===== src/rtl/cache_line_serializer.sv =====
// Line-to-word serializer: takes one cache line per handshake and streams it out as NWORDS
// word beats, aligned or critical-word-first. Optional dirty-word filtering: CACHE_LINE_SERIALIZER_DIRTY_MASK_EN.
module cache_line_serializer #(
    parameter int LINE_BITS = 512,
    parameter int WORD_BITS = 32,
    parameter int ADDR_BITS = 32
) (
    input  logic                                     clk,
    input  logic                                     reset,
    input  logic                                     in_val,
    output logic                                     in_rdy,
    input  logic [ADDR_BITS-1:0]                     in_addr,
    input  logic [LINE_BITS-1:0]                     in_data,
`ifdef CACHE_LINE_SERIALIZER_DIRTY_MASK_EN
    input  logic [LINE_BITS/WORD_BITS-1:0]           in_mask,
`endif
    input  logic                                     in_wrap,
    output logic                                     out_val,
    input  logic                                     out_rdy,
    output logic [ADDR_BITS-1:0]                     out_addr,
    output logic [WORD_BITS-1:0]                     out_data,
    output logic [$clog2(LINE_BITS/WORD_BITS)-1:0]   out_idx,
    output logic                                     out_last,
    output logic                                     busy
);

    localparam int NWORDS   = LINE_BITS / WORD_BITS;
    localparam int IDX_W    = $clog2(NWORDS);
    localparam int CNT_W    = IDX_W + 1;
    localparam int LINE_OFF = $clog2(LINE_BITS / 8);
    localparam int WORD_OFF = $clog2(WORD_BITS / 8);

    typedef enum logic {IDLE, SEND} state_t;

    state_t state, state_nxt;

    logic [LINE_BITS-1:0] data_p1;
    logic [ADDR_BITS-1:0] base_p1;
    logic [IDX_W-1:0]     start_p1;
    logic [CNT_W-1:0]     cnt_p1;

    logic [IDX_W-1:0]     start_in;
    logic [CNT_W-1:0]     cnt_first;
    logic [CNT_W-1:0]     cnt_nxt;
    logic [IDX_W-1:0]     idx;
    logic                 last;
    logic                 empty;
    logic                 accept;
    logic                 out_hs;
    logic                 unused_addr_bits;

    assign unused_addr_bits = ^in_addr[WORD_OFF-1:0];

    assign start_in = in_wrap ? in_addr[LINE_OFF-1:WORD_OFF] : '0;
    assign idx      = start_p1 + cnt_p1[IDX_W-1:0];

`ifdef CACHE_LINE_SERIALIZER_DIRTY_MASK_EN
    // The mask is stored rotated so that bit k is the k-th word in send order.
    logic [NWORDS-1:0] mask_p1;
    logic [NWORDS-1:0] mask_rot_in;

    function automatic logic [CNT_W-1:0] first_from(input logic [NWORDS-1:0] m,
                                                    input logic [CNT_W-1:0]  from);
        first_from = CNT_W'(NWORDS);
        for (int k = NWORDS - 1; k >= 0; k--) begin
            if (k >= int'(from) && m[k]) first_from = CNT_W'(k);
        end
    endfunction

    always_comb begin
        mask_rot_in = '0;
        for (int k = 0; k < NWORDS; k++) begin
            mask_rot_in[k] = in_mask[IDX_W'(start_in + IDX_W'(k))];
        end
    end

    assign cnt_first = first_from(mask_rot_in, '0);
    assign cnt_nxt   = first_from(mask_p1, cnt_p1 + CNT_W'(1));
    assign last      = (cnt_nxt == CNT_W'(NWORDS));
    assign empty     = (mask_p1 == '0);

    always_ff @(posedge clk) begin
        if (accept) mask_p1 <= mask_rot_in;
    end
`else
    assign cnt_first = '0;
    assign cnt_nxt   = cnt_p1 + CNT_W'(1);
    assign last      = (cnt_p1 == CNT_W'(NWORDS - 1));
    assign empty     = 1'b0;
`endif

    assign accept = in_val & in_rdy;
    assign out_hs = out_val & out_rdy;

    always_ff @(posedge clk) begin
        if (reset) state <= IDLE;
        else       state <= state_nxt;
    end

    // Capture stage: line, base and start are held for the whole line.
    always_ff @(posedge clk) begin
        if (accept) begin
            data_p1  <= in_data;
            base_p1  <= {in_addr[ADDR_BITS-1:LINE_OFF], {LINE_OFF{1'b0}}};
            start_p1 <= start_in;
            cnt_p1   <= cnt_first;
        end else if (out_hs) begin
            cnt_p1   <= cnt_nxt;
        end
    end

    always_comb begin
        state_nxt = state;
        case (state)
            IDLE: begin
                if (accept) state_nxt = SEND;
            end
            SEND: begin
                if (empty)                state_nxt = IDLE;
                else if (out_hs && last)  state_nxt = accept ? SEND : IDLE;
            end
            default: state_nxt = IDLE;
        endcase
    end

    // Beat stage: everything is decoded from registers, only in_rdy sees out_rdy.
    always_comb begin
        in_rdy   = 1'b1;
        out_val  = 1'b0;
        busy     = 1'b0;
        out_addr = '0;
        out_data = '0;
        out_idx  = '0;
        out_last = 1'b0;
        if (state == SEND) begin
            busy   = 1'b1;
            in_rdy = out_rdy & last & ~empty;
            if (!empty) begin
                out_val  = 1'b1;
                out_addr = base_p1 | (ADDR_BITS'(idx) << WORD_OFF);
                out_data = data_p1[int'(idx) * WORD_BITS +: WORD_BITS];
                out_idx  = idx;
                out_last = last;
            end
        end
    end

endmodule


===== config.mk =====
export PLATFORM = sky130hd
export DESIGN_NAME = cache_line_serializer
export DESIGN_NICKNAME = d
export VERILOG_FILES = /design/src/rtl/cache_line_serializer.sv
export SDC_FILE = /design/constraint.sdc
export NUM_CORES = 1
export LEC_CHECK = 0
export CORE_AREA = 2 2 238 240
export CTS_CLUSTER_SIZE = 40
export DETAILED_ROUTE_END_ITERATION = 12
export DIE_AREA = 0 0 240 242
export PLACE_DENSITY = 0.74
export SYNTH_ARGS = -nofsm -noshare
export SYNTH_HDL_FRONTEND = slang
export SYNTH_SLANG_ARGS = --single-unit

===== constraint.sdc =====
create_clock -name clk -period 64 [get_ports clk]
set_input_delay 12.8 -clock clk [delete_from_list [all_inputs] [get_ports clk]]
set_output_delay 12.8 -clock clk [all_outputs]
set_load 0.01 [all_outputs]

# After elaboration in Yosys (flattened, before gate mapping)
# Cells that the tools add are included.
classes:
  add_sub_neg: 2
  mul: 0
  div: 0
  n_lt_le_gt_ge: 0
  n_eq_ne: 1
  shift: 1
  mux: 9
  n_bitwise: 5
  n_reduce_logical: 1
op_table:
  columns: ["op", "n"]
  rows:
  - ["$shiftx 512x10->32", 1]
  - ["$mux 32", 2]
  - ["$or 32x6->32", 1]
  - ["$add 5x1->5 const B", 1]
  - ["$eq 5x4->1 const B", 1]
  - ["$mux 1", 5]
  - ["$add 4x4->4", 1]
  - ["$mux 4", 1]
  - ["$and 1x1->1", 3]
  - ["$pmux 1 s2", 1]
  - ["$logic_and 1x1->1", 1]
  - ["$not 1->1", 1]
totals:
  regBits: 548
  latchBits: 0
  ramBits: 0
  romBits: 0
  out_inout_bits: 72
  wordCells: 24
  memories: 0

# Depth between registers and ports, before layout
# Gate-level depths: netlist of the first run.
logic_depth:
  word_depth: 7
  ltp_mapped: 8

# Worst setup path before layout of the first run
# Ideal clock, no wire load.
synth_timing:
  path_kind: "input port to flip-flop"
  start: "input out_rdy"
  end: "register base_p1[10], enable pin"
  setup_ns: 1.118
  arrival_ns: 27.853
  required_time_ns: 62.882
  path_slack_ns: 35.029
  path_stages: 4
  path_buffers: 1
  path_cell_list: "a21oi_1 inv_1 and2_1 clkbuf_1"
synth_between:
  elab_chain_cells: 3
synth_rtl:
  columns: ["element", "line_no", "text"]
  rows:
  - ["start, declared", "19", "input logic out_rdy,"]
  - ["$and 1x1->1", "137", "in_rdy = out_rdy & last & ~empty;"]
  - ["$mux 1", "135", "if (state == SEND) begin"]
  - ["via in_rdy", "11", "output logic in_rdy,"]
  - ["$and 1x1->1", "92", "assign accept = in_val & in_rdy;"]
  - ["via accept", "48", "logic accept;"]
  - ["end signal, assigned", "104", "base_p1 <= {in_addr[ADDR_BITS-1:LINE_OFF], {LINE_OFF{1'b0}}};"]
  - ["end, declared", "38", "logic [ADDR_BITS-1:0] base_p1;"]
# The timed path passes the listed nets, and every way through them passes these cells.
# A chain may end at the register's enable or synchronous reset.

# Worst setup path in the final report of the first run
layout_timing:
  start: "input out_rdy"
  end: "output in_rdy"
layout_between:
  elab_chain_cells: 2
layout_rtl:
  columns: ["element", "line_no"]
  rows:
  - ["$and 1x1->1", "137"]
  - ["$mux 1", "135"]
  - ["end, declared", "11"]
# Every way passes these cells.

==> insert_results.sql, run 1 <==
INSERT INTO impl_metrics (metric_group, metric, value, unit) VALUES
('floorplan', 'die-width', '240', 'um'),
('floorplan', 'initial_core_util', '37.49', '%'),
('global_route', 'grtUsageTotal', '18.41', '%'),
('synth', 'synthDominantCellAreaShare', '77.89', '%'),
('clock_tree', 'tritoncts_clock_tree', 'done', ''),
('global_route', 'largest_net_degree_at_the_start_of_global_routing', '91', ''),
('worst_setup_path', 'cp.required', '51200', 'ps'),
('clock_tree', 'clock-root-buffer', 'sky130_fd_sc_hd__clkbuf_16', ''),
('clock_tree', 'post-cts-setup-buffers', '0', ''),
('synth', 'synthDominantAreaCellType', 'sky130_fd_sc_hd__edfxtp_1', ''),
('sta', 'timing.final.crit_period', '26930', 'ps'),
('sta', 'hold_slack_final', '511.2', 'ps'),
('clock_tree', 'number_of_buffers_created_by_cts', '56', ''),
('global_route', 'grt_first_pass_wirelength', '77650', 'um'),
('global_route', 'globalRouteOverflowTotal', '0', ''),
('cells_and_area', 'final_net_count', '2088', ''),
('clock_tree', 'cts_hold_buf', '0', ''),
('clock_tree', 'clkLatencyLatePin', '600', 'ps'),
('route', 'drt.antenna.violating_nets', '0', ''),
('route', 'route.final.wire_length', '54850', 'um'),
('cells_and_area', 'seqCellArea', '16400', 'sq um'),
('clock_tree', 'htree_num_levels', '2', ''),
('floorplan', 'chipHeight', '242', 'um'),
('cells_and_area', 'fill_cells', '4444', ''),
('cells_and_area', 'multi_input_comb_area', '4257', 'sq um'),
('synth', 'syn-mean-instance-area', '23.32', 'sq um'),
('clock_tree', 'clock-sinks', '548', ''),
('power', 'vdd_ir_drop_max', '0.00001893', 'V'),
('route', 'routed-via-count', '11350', ''),
('worst_setup_path', 'timing.critical_path.from_type', 'primary input', ''),
('place', 'globalplace.congestion', '0.8040', ''),
('route', 'post-route-drc-count', '0', ''),
('cells_and_area', 'postLayoutCoreUtil', '53.08', '%'),
('clock_tree', 'cts.clk_slew.worst_paths', '60', 'ps'),
('sta', 'final-hold-violation-count', '0', ''),
('sta', 'drv_slew', '0', ''),
('sta', 'timing_worst_slew_pin_value', '1118', 'ps'),
('power', 'power.density', '29.47', 'nW/um^2'),
('global_route', 'grt_antenna_before_repair', '8', ''),
('cells_and_area', 'layout-drive-gt1-share', '14.25', '%'),
('sta', 'setup_violations', '0', ''),
('place', 'dp_hpwl', '39570', 'um'),
('worst_setup_path', 'critPathCaptureType', 'primary output', ''),
('route', 'detail_route.first_pass.iterations', '5', ''),
('worst_setup_path', 'arrival', '14130', 'ps'),
('flow_run', 'cap_viol_max_count', '0', ''),
('sta', 'slew-limit-headroom', '25.49', '%'),
('synth', 'mappedNetlistArea', '20900', 'sq um'),
('sta', 'setup_repair_after_global_routing_missed_its_margin', 'no', ''),
('worst_hold_path', 'hold_crit_class', 'flip-flop to flip-flop', ''),
('synth', 'ys_warn_count', '0', ''),
('sta', 'max_freq', '37.14', 'MHz'),
('floorplan', 'core_area', '55730', 'sq um'),
('synth', 'synth_seq_cells', '548', ''),
('cells_and_area', 'area_growth_syn_to_layout', '41.58', '%'),
('route', 'drt_iter0_markers', '780', ''),
('floorplan', 'die_footprint', '58080', 'sq um'),
('power', 'static-leakage-power', '9.946', 'nW'),
('floorplan', 'num_io_pins', '621', ''),
('clock_tree', 'cts_resized', '0', ''),
('route', 'vias_per_cell', '4.850', ''),
('synth', 'ys.flop_type', 'sky130_fd_sc_hd__edfxtp_1', ''),
('synth', 'synthDistinctLibCells', '22', ''),
('synth', 'synthCells', '896', ''),
('synth', 'async_flop_share', '0', '%'),
('sta', 'post-route-period-util', '42.07', '%'),
('worst_setup_path', 'critical_path_peak_fanout', '2', ''),
('synth', 'number_of_flops_mapped_to_enable_cells_by_yosys', '542', ''),
('outcome', 'outcome', 'completed', ''),
('global_route', 'grt_pass1_vias', '12480', ''),
('floorplan', 'placement_rows', '87', ''),
('sta', 'fin_tns_setup', '0', 'ps'),
('sta', 'fin_skew', '17.27', 'ps'),
('clock_tree', 'cts_buffer_depth', '3', ''),
('place', 'port-buffer-count', '616', ''),
('synth', 'share_of_synthesized_area_occupied_by_flip_flops_and_latches', '78.46', '%'),
('route', 'wl_per_cell', '23.43', 'um'),
('synth', 'ys_top_cells_by_area', 'sky130_fd_sc_hd__edfxtp_1 (78%), sky130_fd_sc_hd__mux4_2 (14%), sky130_fd_sc_hd__mux2i_1 (3.2%), sky130_fd_sc_hd__and2_1 (1.1%), sky130_fd_sc_hd__o22ai_1 (0.96%)', ''),
('worst_setup_path', 'setup.worst_path.class', 'primary input to primary output', '');
==> routing by layer <==
layer	wire, um	GRT usage (%)	vias up
li1	-	-	5043
met1	19440	20.37	5717
met2	28760	32.51	490
met3	4891	6.028	97
met4	1729	7.344	6
met5	29	0	-
==> critical path, stage by stage <==
cell and delay, ps:
sky130_fd_sc_hd__clkdlybuf4s50_1 410, sky130_fd_sc_hd__a21oi_1 300, sky130_fd_sc_hd__inv_1 110, sky130_fd_sc_hd__clkdlybuf4s50_1 500
==> layout by cell type, fill, tap and decap left out <==
cell type / Yosys / layout
sky130_fd_sc_hd__clkdlybuf4s50_1: 0 / 616
sky130_fd_sc_hd__edfxtp_1: 542 / 542
sky130_fd_sc_hd__buf_4: 19 / 15
sky130_fd_sc_hd__mux2i_4: 0 / 2
sky130_fd_sc_hd__dfxtp_1: 6 / 6
sky130_fd_sc_hd__o22ai_1: 32 / 32
sky130_fd_sc_hd__clkbuf_1: 11 / 17
sky130_fd_sc_hd__fa_4: 0 / 1
sky130_fd_sc_hd__clkinv_4: 0 / 2
sky130_fd_sc_hd__a21o_1: 1 / 1
sky130_fd_sc_hd__and3_1: 1 / 1
sky130_fd_sc_hd__nand2_1: 1 / 1
sky130_fd_sc_hd__clkinv_1: 0 / 11
sky130_fd_sc_hd__ha_4: 0 / 1
sky130_fd_sc_hd__a21oi_1: 2 / 2
sky130_fd_sc_hd__xor2_1: 4 / 3
sky130_fd_sc_hd__clkinvlp_4: 0 / 1
sky130_fd_sc_hd__diode_2: 0 / 6
sky130_fd_sc_hd__xnor2_1: 1 / 1
sky130_fd_sc_hd__ha_1: 5 / 4
sky130_fd_sc_hd__nor2_1: 8 / 8
sky130_fd_sc_hd__nand4_1: 1 / 1
sky130_fd_sc_hd__xor2_4: 0 / 1
sky130_fd_sc_hd__inv_1: 4 / 4
sky130_fd_sc_hd__and2_1: 37 / 36
sky130_fd_sc_hd__mux2i_1: 67 / 65
sky130_fd_sc_hd__a211oi_1: 1 / 1
sky130_fd_sc_hd__mux4_2: 128 / 128
sky130_fd_sc_hd__clkbuf_8: 0 / 4
sky130_fd_sc_hd__and2_4: 0 / 1
sky130_fd_sc_hd__conb_1: 1 / 2
sky130_fd_sc_hd__inv_6: 0 / 2
sky130_fd_sc_hd__clkbuf_16: 0 / 57
sky130_fd_sc_hd__clkinv_2: 0 / 10
==> worst paths after layout <==
path	startpoint	end	slack, ps	depth (start not counted)
setup / recovery	out_rdy	in_rdy	37070	4
setup reg to reg	cnt_p1[1]	data_p1[306]	59150	9
hold / removal	cnt_p1[4]	cnt_p1[4]	510	2
hold reg to reg	cnt_p1[4]	cnt_p1[4]	510	2
==> report_power, final <==
part / internal [W] / switching, W
Sequential: 0.000419 / 0.00000574
Clock: 0.000168 / 0.000130
Combinational: 0.0000847 / 0.0000646
==> state kept, by name, indices dropped and copies added, names as in the netlist <==
| register | cells |
|---|---|
| cnt_p1 | 5 |
| start_p1 | 4 |
| data_p1 | 512 |
| base_p1 | 26 |
| state | 1 |
==> logic make-up (layout without fill, tap and decap cells) <==
logic type,count (synthesis),after routing,share of synthesized area (%)
xor+xnor,5,5,0.2096
flops,548,548,78.46
compound gates,36,36,1.078
other cells,1,8,0.01795
mux,195,195,17.00
simple gates,48,48,1.329
fa+ha+maj,6,6,0.3952
buf+inv,57,739,1.503
==> area by class of cell <==
| class | count | area share [%] |
|---|---|---|
| Antenna cell | 6 | 0.05075 |
| Clock buffer | 78 | 5.223 |
| Clock inverter | 26 | 0.4525 |
| Inverter | 4 | 0.05075 |
| Multi-Input combinational cell | 292 | 14.39 |
| Sequential cell | 548 | 55.42 |
| Tap cell | 756 | 3.197 |
| Timing Repair Buffer | 631 | 21.22 |
==> cell usage after synthesis (2+ instances only) <==
cell type	number
sky130_fd_sc_hd__mux2i_1	67
sky130_fd_sc_hd__nor2_1	8
sky130_fd_sc_hd__o22ai_1	32
sky130_fd_sc_hd__a21oi_1	2
sky130_fd_sc_hd__mux4_2	128
sky130_fd_sc_hd__dfxtp_1	6
sky130_fd_sc_hd__buf_4	19
sky130_fd_sc_hd__edfxtp_1	542
sky130_fd_sc_hd__clkbuf_1	11
sky130_fd_sc_hd__inv_1	4
sky130_fd_sc_hd__and2_1	37
sky130_fd_sc_hd__buf_2	23
sky130_fd_sc_hd__ha_1	5
sky130_fd_sc_hd__xor2_1	4
==> stage by stage <==
step / power, W / instances / instance area, sq um / setup slack (ps)
finish: 0.0008718 / 2341 / 29590 / 37070
global route: 0.0009045 / 2340 / 29580 / 37040
CTS: 0.0008832 / 2335 / 29570 / 37070
detailed placement: 0.0005840 / 2231 / 27890 / 37070
global placement: 0.0005804 / 2231 / 27890 / 37100
floorplan: 0.0005262 / 897 / 20900 / 35030
Power figures use the tool's default switching activity.
==> inputs of run 2 (changes only) <==
CORE_AREA = 2 2 241 243   (was 2 2 238 240)
DIE_AREA = 0 0 243 245   (was 0 0 240 242)
PLACE_DENSITY = 0.73   (was 0.74)
clock period = 27.9 ns   (was 64 ns; I/O delays follow)
==> insert_results.sql, run 2 (same netlist as run 1, synthesis figures left out) <==
INSERT INTO impl_metrics (metric_group, metric, value, unit) VALUES
('route', 'vias_per_cell', '4.838', ''),
('power', 'power.density', '69.00', 'nW/um^2'),
('cells_and_area', 'largest_regs', 'data_p1: 512 flops, base_p1: 26 flops, cnt_p1: 5 flops', ''),
('clock_tree', 'number_of_buffers_created_by_cts', '56', ''),
('cells_and_area', 'largest_register_ff_count', '512', ''),
('clock_tree', 'cts_resized', '0', ''),
('worst_hold_path', 'hold_crit_class', 'flip-flop to flip-flop', ''),
('worst_setup_path', 'critPathMaxStageDelay', '490', 'ps'),
('global_route', 'grt_antenna_before_repair', '7', ''),
('sta', 'timing_worst_slew_pin_value', '1170', 'ps'),
('global_route', 'globalRouteOverflowTotal', '0', ''),
('clock_tree', 'cts.clk_slew.worst_paths', '60', 'ps'),
('place', 'dp_hpwl', '39430', 'um'),
('worst_setup_path', 'critical_path.slowest_cell', 'sky130_fd_sc_hd__clkdlybuf4s50_1', ''),
('flow_run', 'cap_viol_max_count', '0', ''),
('sta', 'setup_repair_after_global_routing_missed_its_margin', 'no', ''),
('clock_tree', 'cts_hold_buf', '0', ''),
('worst_setup_path', 'critical_path_peak_fanout', '2', ''),
('worst_setup_path', 'timing.critical_path.mode_cell', 'sky130_fd_sc_hd__clkdlybuf4s50_1', ''),
('outcome', 'outcome', 'completed', ''),
('floorplan', 'core_area', '57030', 'sq um'),
('worst_setup_path', 'setup.worst_path.class', 'primary input to primary output', ''),
('sta', 'final-hold-violation-count', '0', ''),
('route', 'route.final.wire_length', '55520', 'um'),
('worst_setup_path', 'cp.required', '22320', 'ps'),
('place', 'globalplace.congestion', '0.8353', ''),
('floorplan', 'initial_core_util', '36.64', '%'),
('global_route', 'grt_pass1_vias', '12270', ''),
('sta', 'layout_setup_ws', '15550', 'ps'),
('route', 'drt_iter0_markers', '623', ''),
('sta', 'slew-limit-headroom', '21.98', '%'),
('clock_tree', 'htree_num_levels', '2', ''),
('sta', 'max_freq', '80.97', 'MHz'),
('clock_tree', 'cts_buffer_depth', '3', ''),
('cells_and_area', 'top_register', 'data_p1', ''),
('sta', 'setup_violations', '0', ''),
('worst_setup_path', 'worst_path_dominant_cell_family', 'buffers and inverters', ''),
('place', 'post-place-ws', '15560', 'ps'),
('sta', 'fin_tns_setup', '0', 'ps'),
('sta', 'timing.final.crit_period', '12350', 'ps'),
('worst_setup_path', 'critPathCaptureType', 'primary output', ''),
('global_route', 'largest_net_degree_at_the_start_of_global_routing', '185', ''),
('worst_setup_path', 'arrival', '6770', 'ps'),
('sta', 'hold_slack_final', '504.2', 'ps'),
('clock_tree', 'clock-sinks', '548', ''),
('floorplan', 'die-width', '243', 'um'),
('cells_and_area', 'final_net_count', '2087', ''),
('global_route', 'grt_first_pass_wirelength', '78690', 'um'),
('place', 'port-buffer-count', '616', ''),
('worst_setup_path', 'timing.critical_path.from_type', 'primary input', ''),
('cells_and_area', 'area_growth_syn_to_layout', '42.25', '%'),
('floorplan', 'die_footprint', '59540', 'sq um'),
('cells_and_area', 'most_frequent_cells_in_the_layout', 'sky130_fd_sc_hd__clkdlybuf4s50_1 (616), sky130_fd_sc_hd__edfxtp_1 (542), sky130_fd_sc_hd__mux4_2 (128)', ''),
('sta', 'post-route-period-util', '44.27', '%'),
('cells_and_area', 'postLayoutCoreUtil', '52.12', '%'),
('floorplan', 'chipHeight', '245', 'um'),
('clock_tree', 'post-cts-setup-buffers', '0', ''),
('route', 'routed-via-count', '11370', ''),
('route', 'drt.antenna.violating_nets', '0', ''),
('power', 'vdd_ir_drop_max', '0.00004534', 'V'),
('floorplan', 'placement_rows', '88', ''),
('route', 'detail_route.first_pass.iterations', '5', ''),
('place', 'dp.cells', '2239', ''),
('worst_setup_path', 'critical_path_cell_by_cell', 'clkdlybuf4s50_1 -> a21oi_1 -> inv_1 -> clkdlybuf4s50_1', ''),
('global_route', 'grtUsageTotal', '18.20', '%'),
('sta', 'fin_skew', '19.98', 'ps'),
('worst_setup_path', 'cp_num_buf_inv', '3', ''),
('cells_and_area', 'stdcell_count', '2351', ''),
('power', 'static-leakage-power', '9.996', 'nW'),
('cells_and_area', 'layout-drive-gt1-share', '14.25', '%'),
('floorplan', 'num_io_pins', '621', ''),
('sta', 'drv_slew', '0', ''),
('clock_tree', 'clkLatencyLatePin', '600', 'ps'),
('route', 'wl_per_cell', '23.62', 'um'),
('clock_tree', 'tritoncts_clock_tree', 'done', ''),
('cells_and_area', 'layout_commonest_cell', 'sky130_fd_sc_hd__clkdlybuf4s50_1', ''),
('route', 'post-route-drc-count', '0', ''),
('clock_tree', 'clock-root-buffer', 'sky130_fd_sc_hd__clkbuf_16', '');
## run 2: changes by cell type in the layout (fill, tap and decap cells not counted), sizes merged
cell,previous run,this run
buf,15,14
bufinv,0,5
clkbuf,78,69
clkinv,23,28
clkinvlp,1,2
diode,6,7
inv,6,5
## run 2: per-layer routing
layer / track usage [%] / up-vias / share of wire, %
li1: - / 5053 / -
met1: 21.27 / 5684 / 36
met2: 31.54 / 535 / 52
met3: 5.467 / 100 / 8.6
met4: 7.145 / 2 / 3.4
met5: 0 / - / 0.023
## run 2: report_power, final
group | internal (W) | leakage, nW | switching, W
logic | 0.000194 | 3.91 | 0.000149
clock network | 0.000425 | 0.876 | 0.000309
registers | 0.000961 | 5.21 | 0.0000132
total | 0.00158 | 10.0 | 0.000471
## run 2: through the flow
step           cell area, sq um  power, W
6_report                  29730  0.002051
4_1_cts                   29710  0.002076
3_3_place_gp              27910  0.001331
5_1_grt                   29720  0.002127
2_1_floorplan             20900  0.001207
3_5_place_dp              27910  0.001340
## run 2: final timing paths
kind / to / cells past startpoint / slack, ps / start
worst min-delay path: cnt_p1[4] / 2 / 500 / cnt_p1[4]
worst max register to register: data_p1[270] / 9 / 23030 / cnt_p1[1]
worst min register to register: cnt_p1[4] / 2 / 500 / cnt_p1[4]
worst max-delay path: in_rdy / 4 / 15550 / out_rdy
## run 2: worst min-delay path: stages (launching register included)
cell and delay (ps):
sky130_fd_sc_hd__dfxtp_1 310, sky130_fd_sc_hd__nor2_1 90, sky130_fd_sc_hd__a211oi_1 50
## run 2: area by class of cell
type | instances | area (sq um)
diodes | 7 | 17.52
flip-flops and latches | 548 | 16400
repair buffers | 630 | 6284
clock inverters | 36 | 307.8
inverters | 4 | 15.01
clock buffers | 69 | 1493
multi-input cells | 292 | 4257
fillers | 4573 | 27310
well taps | 765 | 957.2
==> inputs of run 3 (changes only) <==
CORE_AREA = 2 2 244 246   (was 2 2 241 243)
DIE_AREA = 0 0 246 248   (was 0 0 243 245)
PLACE_DENSITY = 0.74   (was 0.73)
clock period = 10.9 ns   (was 27.9 ns; I/O delays follow)
==> insert_results.sql, run 3 (same netlist as run 1, synthesis figures left out) <==
INSERT INTO impl_metrics (metric_group, metric, value, unit) VALUES
('outcome', 'outcome', 'completed', ''),
('cells_and_area', 'postLayoutCoreUtil', '50.93', '%'),
('route', 'post-route-drc-count', '0', ''),
('power', 'static-leakage-power', '10.02', 'nW'),
('power', 'power.density', '177.7', 'nW/um^2'),
('sta', 'timing.final.crit_period', '6994', 'ps'),
('route', 'routed-via-count', '11340', ''),
('floorplan', 'initial_core_util', '35.74', '%'),
('clock_tree', 'cts_resized', '0', ''),
('place', 'port-buffer-count', '616', ''),
('cells_and_area', 'most_frequent_cells_in_the_layout', 'sky130_fd_sc_hd__clkdlybuf4s50_1 (616), sky130_fd_sc_hd__edfxtp_1 (542), sky130_fd_sc_hd__mux4_2 (128)', ''),
('floorplan', 'core_area', '58460', 'sq um'),
('sta', 'fin_tns_setup', '0', 'ps'),
('worst_setup_path', 'critPathCaptureType', 'primary output', ''),
('clock_tree', 'clock-sinks', '548', ''),
('global_route', 'grt_antenna_before_repair', '3', ''),
('power', 'vdd_ir_drop_max', '0.0001580', 'V'),
('worst_setup_path', 'timing.critical_path.from_type', 'flip-flop', ''),
('sta', 'setup_repair_after_global_routing_missed_its_margin', 'no', ''),
('global_route', 'grt_first_pass_wirelength', '76820', 'um'),
('cells_and_area', 'largest_regs', 'data_p1: 512 flops, base_p1: 26 flops, cnt_p1: 5 flops', ''),
('clock_tree', 'clock-root-buffer', 'sky130_fd_sc_hd__clkbuf_16', ''),
('clock_tree', 'htree_num_levels', '2', ''),
('route', 'detail_route.first_pass.iterations', '5', ''),
('floorplan', 'die_footprint', '61010', 'sq um'),
('sta', 'slew-limit-headroom', '33.75', '%'),
('cells_and_area', 'layout_commonest_cell', 'sky130_fd_sc_hd__clkdlybuf4s50_1', ''),
('global_route', 'largest_net_degree_at_the_start_of_global_routing', '185', ''),
('sta', 'timing_worst_slew_pin_value', '993.8', 'ps'),
('cells_and_area', 'largest_register_ff_count', '512', ''),
('clock_tree', 'number_of_buffers_created_by_cts', '56', ''),
('sta', 'fin_skew', '39.42', 'ps'),
('cells_and_area', 'top_register', 'data_p1', ''),
('sta', 'drv_slew', '0', ''),
('cells_and_area', 'area_growth_syn_to_layout', '42.48', '%'),
('floorplan', 'die-width', '246', 'um'),
('worst_setup_path', 'setup.worst_path.class', 'flip-flop to primary output', ''),
('worst_setup_path', 'cp.required', '8720', 'ps'),
('clock_tree', 'cts_buffer_depth', '3', ''),
('place', 'dp.cells', '2246', ''),
('place', 'dp_hpwl', '39370', 'um'),
('worst_hold_path', 'hold_crit_class', 'flip-flop to flip-flop', ''),
('worst_setup_path', 'critical_path_peak_fanout', '50', ''),
('cells_and_area', 'final_net_count', '2086', ''),
('flow_run', 'cap_viol_max_count', '0', ''),
('route', 'route.final.wire_length', '54790', 'um'),
('floorplan', 'placement_rows', '89', ''),
('cells_and_area', 'layout-drive-gt1-share', '14.10', '%'),
('clock_tree', 'post-cts-setup-buffers', '0', ''),
('sta', 'post-route-period-util', '64.16', '%'),
('sta', 'setup_violations', '0', ''),
('clock_tree', 'cts_hold_buf', '0', ''),
('sta', 'final-hold-violation-count', '0', ''),
('route', 'drt_iter0_markers', '633', ''),
('route', 'vias_per_cell', '4.824', ''),
('global_route', 'grt_pass1_vias', '12240', ''),
('clock_tree', 'cts.clk_slew.worst_paths', '60', 'ps'),
('global_route', 'globalRouteOverflowTotal', '0', ''),
('place', 'globalplace.congestion', '0.7907', ''),
('cells_and_area', 'stdcell_count', '2350', ''),
('sta', 'max_freq', '143.0', 'MHz'),
('clock_tree', 'tritoncts_clock_tree', 'done', ''),
('worst_setup_path', 'arrival', '4810', 'ps'),
('route', 'wl_per_cell', '23.32', 'um'),
('clock_tree', 'clkLatencyLatePin', '610', 'ps'),
('global_route', 'grtUsageTotal', '17.31', '%'),
('floorplan', 'chipHeight', '248', 'um'),
('floorplan', 'num_io_pins', '621', ''),
('route', 'drt.antenna.violating_nets', '0', '');
==> run 3: stage by stage <==
| stage | power [W] | setup slack, ps | cell area [sq um] | hold WS, ps |
|---|---|---|---|---|
| 2_1_floorplan | 0.003049 | 953.0 | 20900 | 478.1 |
| 3_3_place_gp | 0.003405 | 4379 | 27940 | 510.7 |
| 3_5_place_dp | 0.003425 | 4369 | 27940 | 499.2 |
| 4_1_cts | 0.005358 | 3701 | 29770 | 508.4 |
| 5_1_grt | 0.005484 | 3694 | 29770 | 545.7 |
| 6_report | 0.005291 | 3906 | 29770 | 501.8 |
==> run 3: report_power, final <==
| group | leakage [nW] | internal [W] | switching (W) |
|---|---|---|---|
| clock network | 0.894 | 0.00113 | 0.000794 |
| registers | 5.21 | 0.00246 | 0.0000356 |
| logic | 3.91 | 0.000498 | 0.000371 |
==> run 3: worst paths after layout <==
check	cells past startpoint	slack (ps)	startpoint	to
worst min-delay path	2	500	cnt_p1[4]	cnt_p1[4]
worst max register to register	8	7140	cnt_p1[1]	data_p1[114]
worst min register to register	2	500	cnt_p1[4]	cnt_p1[4]
worst max-delay path	7	3910	start_p1[0]	out_data[21]
==> run 3: worst max-delay path, stage by stage, from the launching register on <==
cell,delay [ps]
sky130_fd_sc_hd__edfxtp_1,420
sky130_fd_sc_hd__ha_4,190
sky130_fd_sc_hd__fa_4,1350
sky130_fd_sc_hd__buf_4,670
sky130_fd_sc_hd__mux4_2,460
sky130_fd_sc_hd__mux2i_1,350
sky130_fd_sc_hd__o22ai_1,190
sky130_fd_sc_hd__clkdlybuf4s50_1,540
==> run 3: metal layers <==
layer / share of wire [%] / vias to the layer above / track usage [%]
met5: 0.073 / - / 0
met4: 3.7 / 6 / 7.255
met3: 8.8 / 122 / 5.255
met2: 51 / 506 / 29.98
met1: 36 / 5666 / 19.96
li1: - / 5036 / -
==> run 3: area by class of cell <==
class / count / area (sq um)
antenna: 2 / 5.005
fill: 4670 / 28690
multi-input combinational: 292 / 4257
sequential: 548 / 16400
inverter: 4 / 15.01
clock buffer: 71 / 1500
timing repair buffer: 629 / 6301
tap: 773 / 967.2
clock inverter: 31 / 331.6
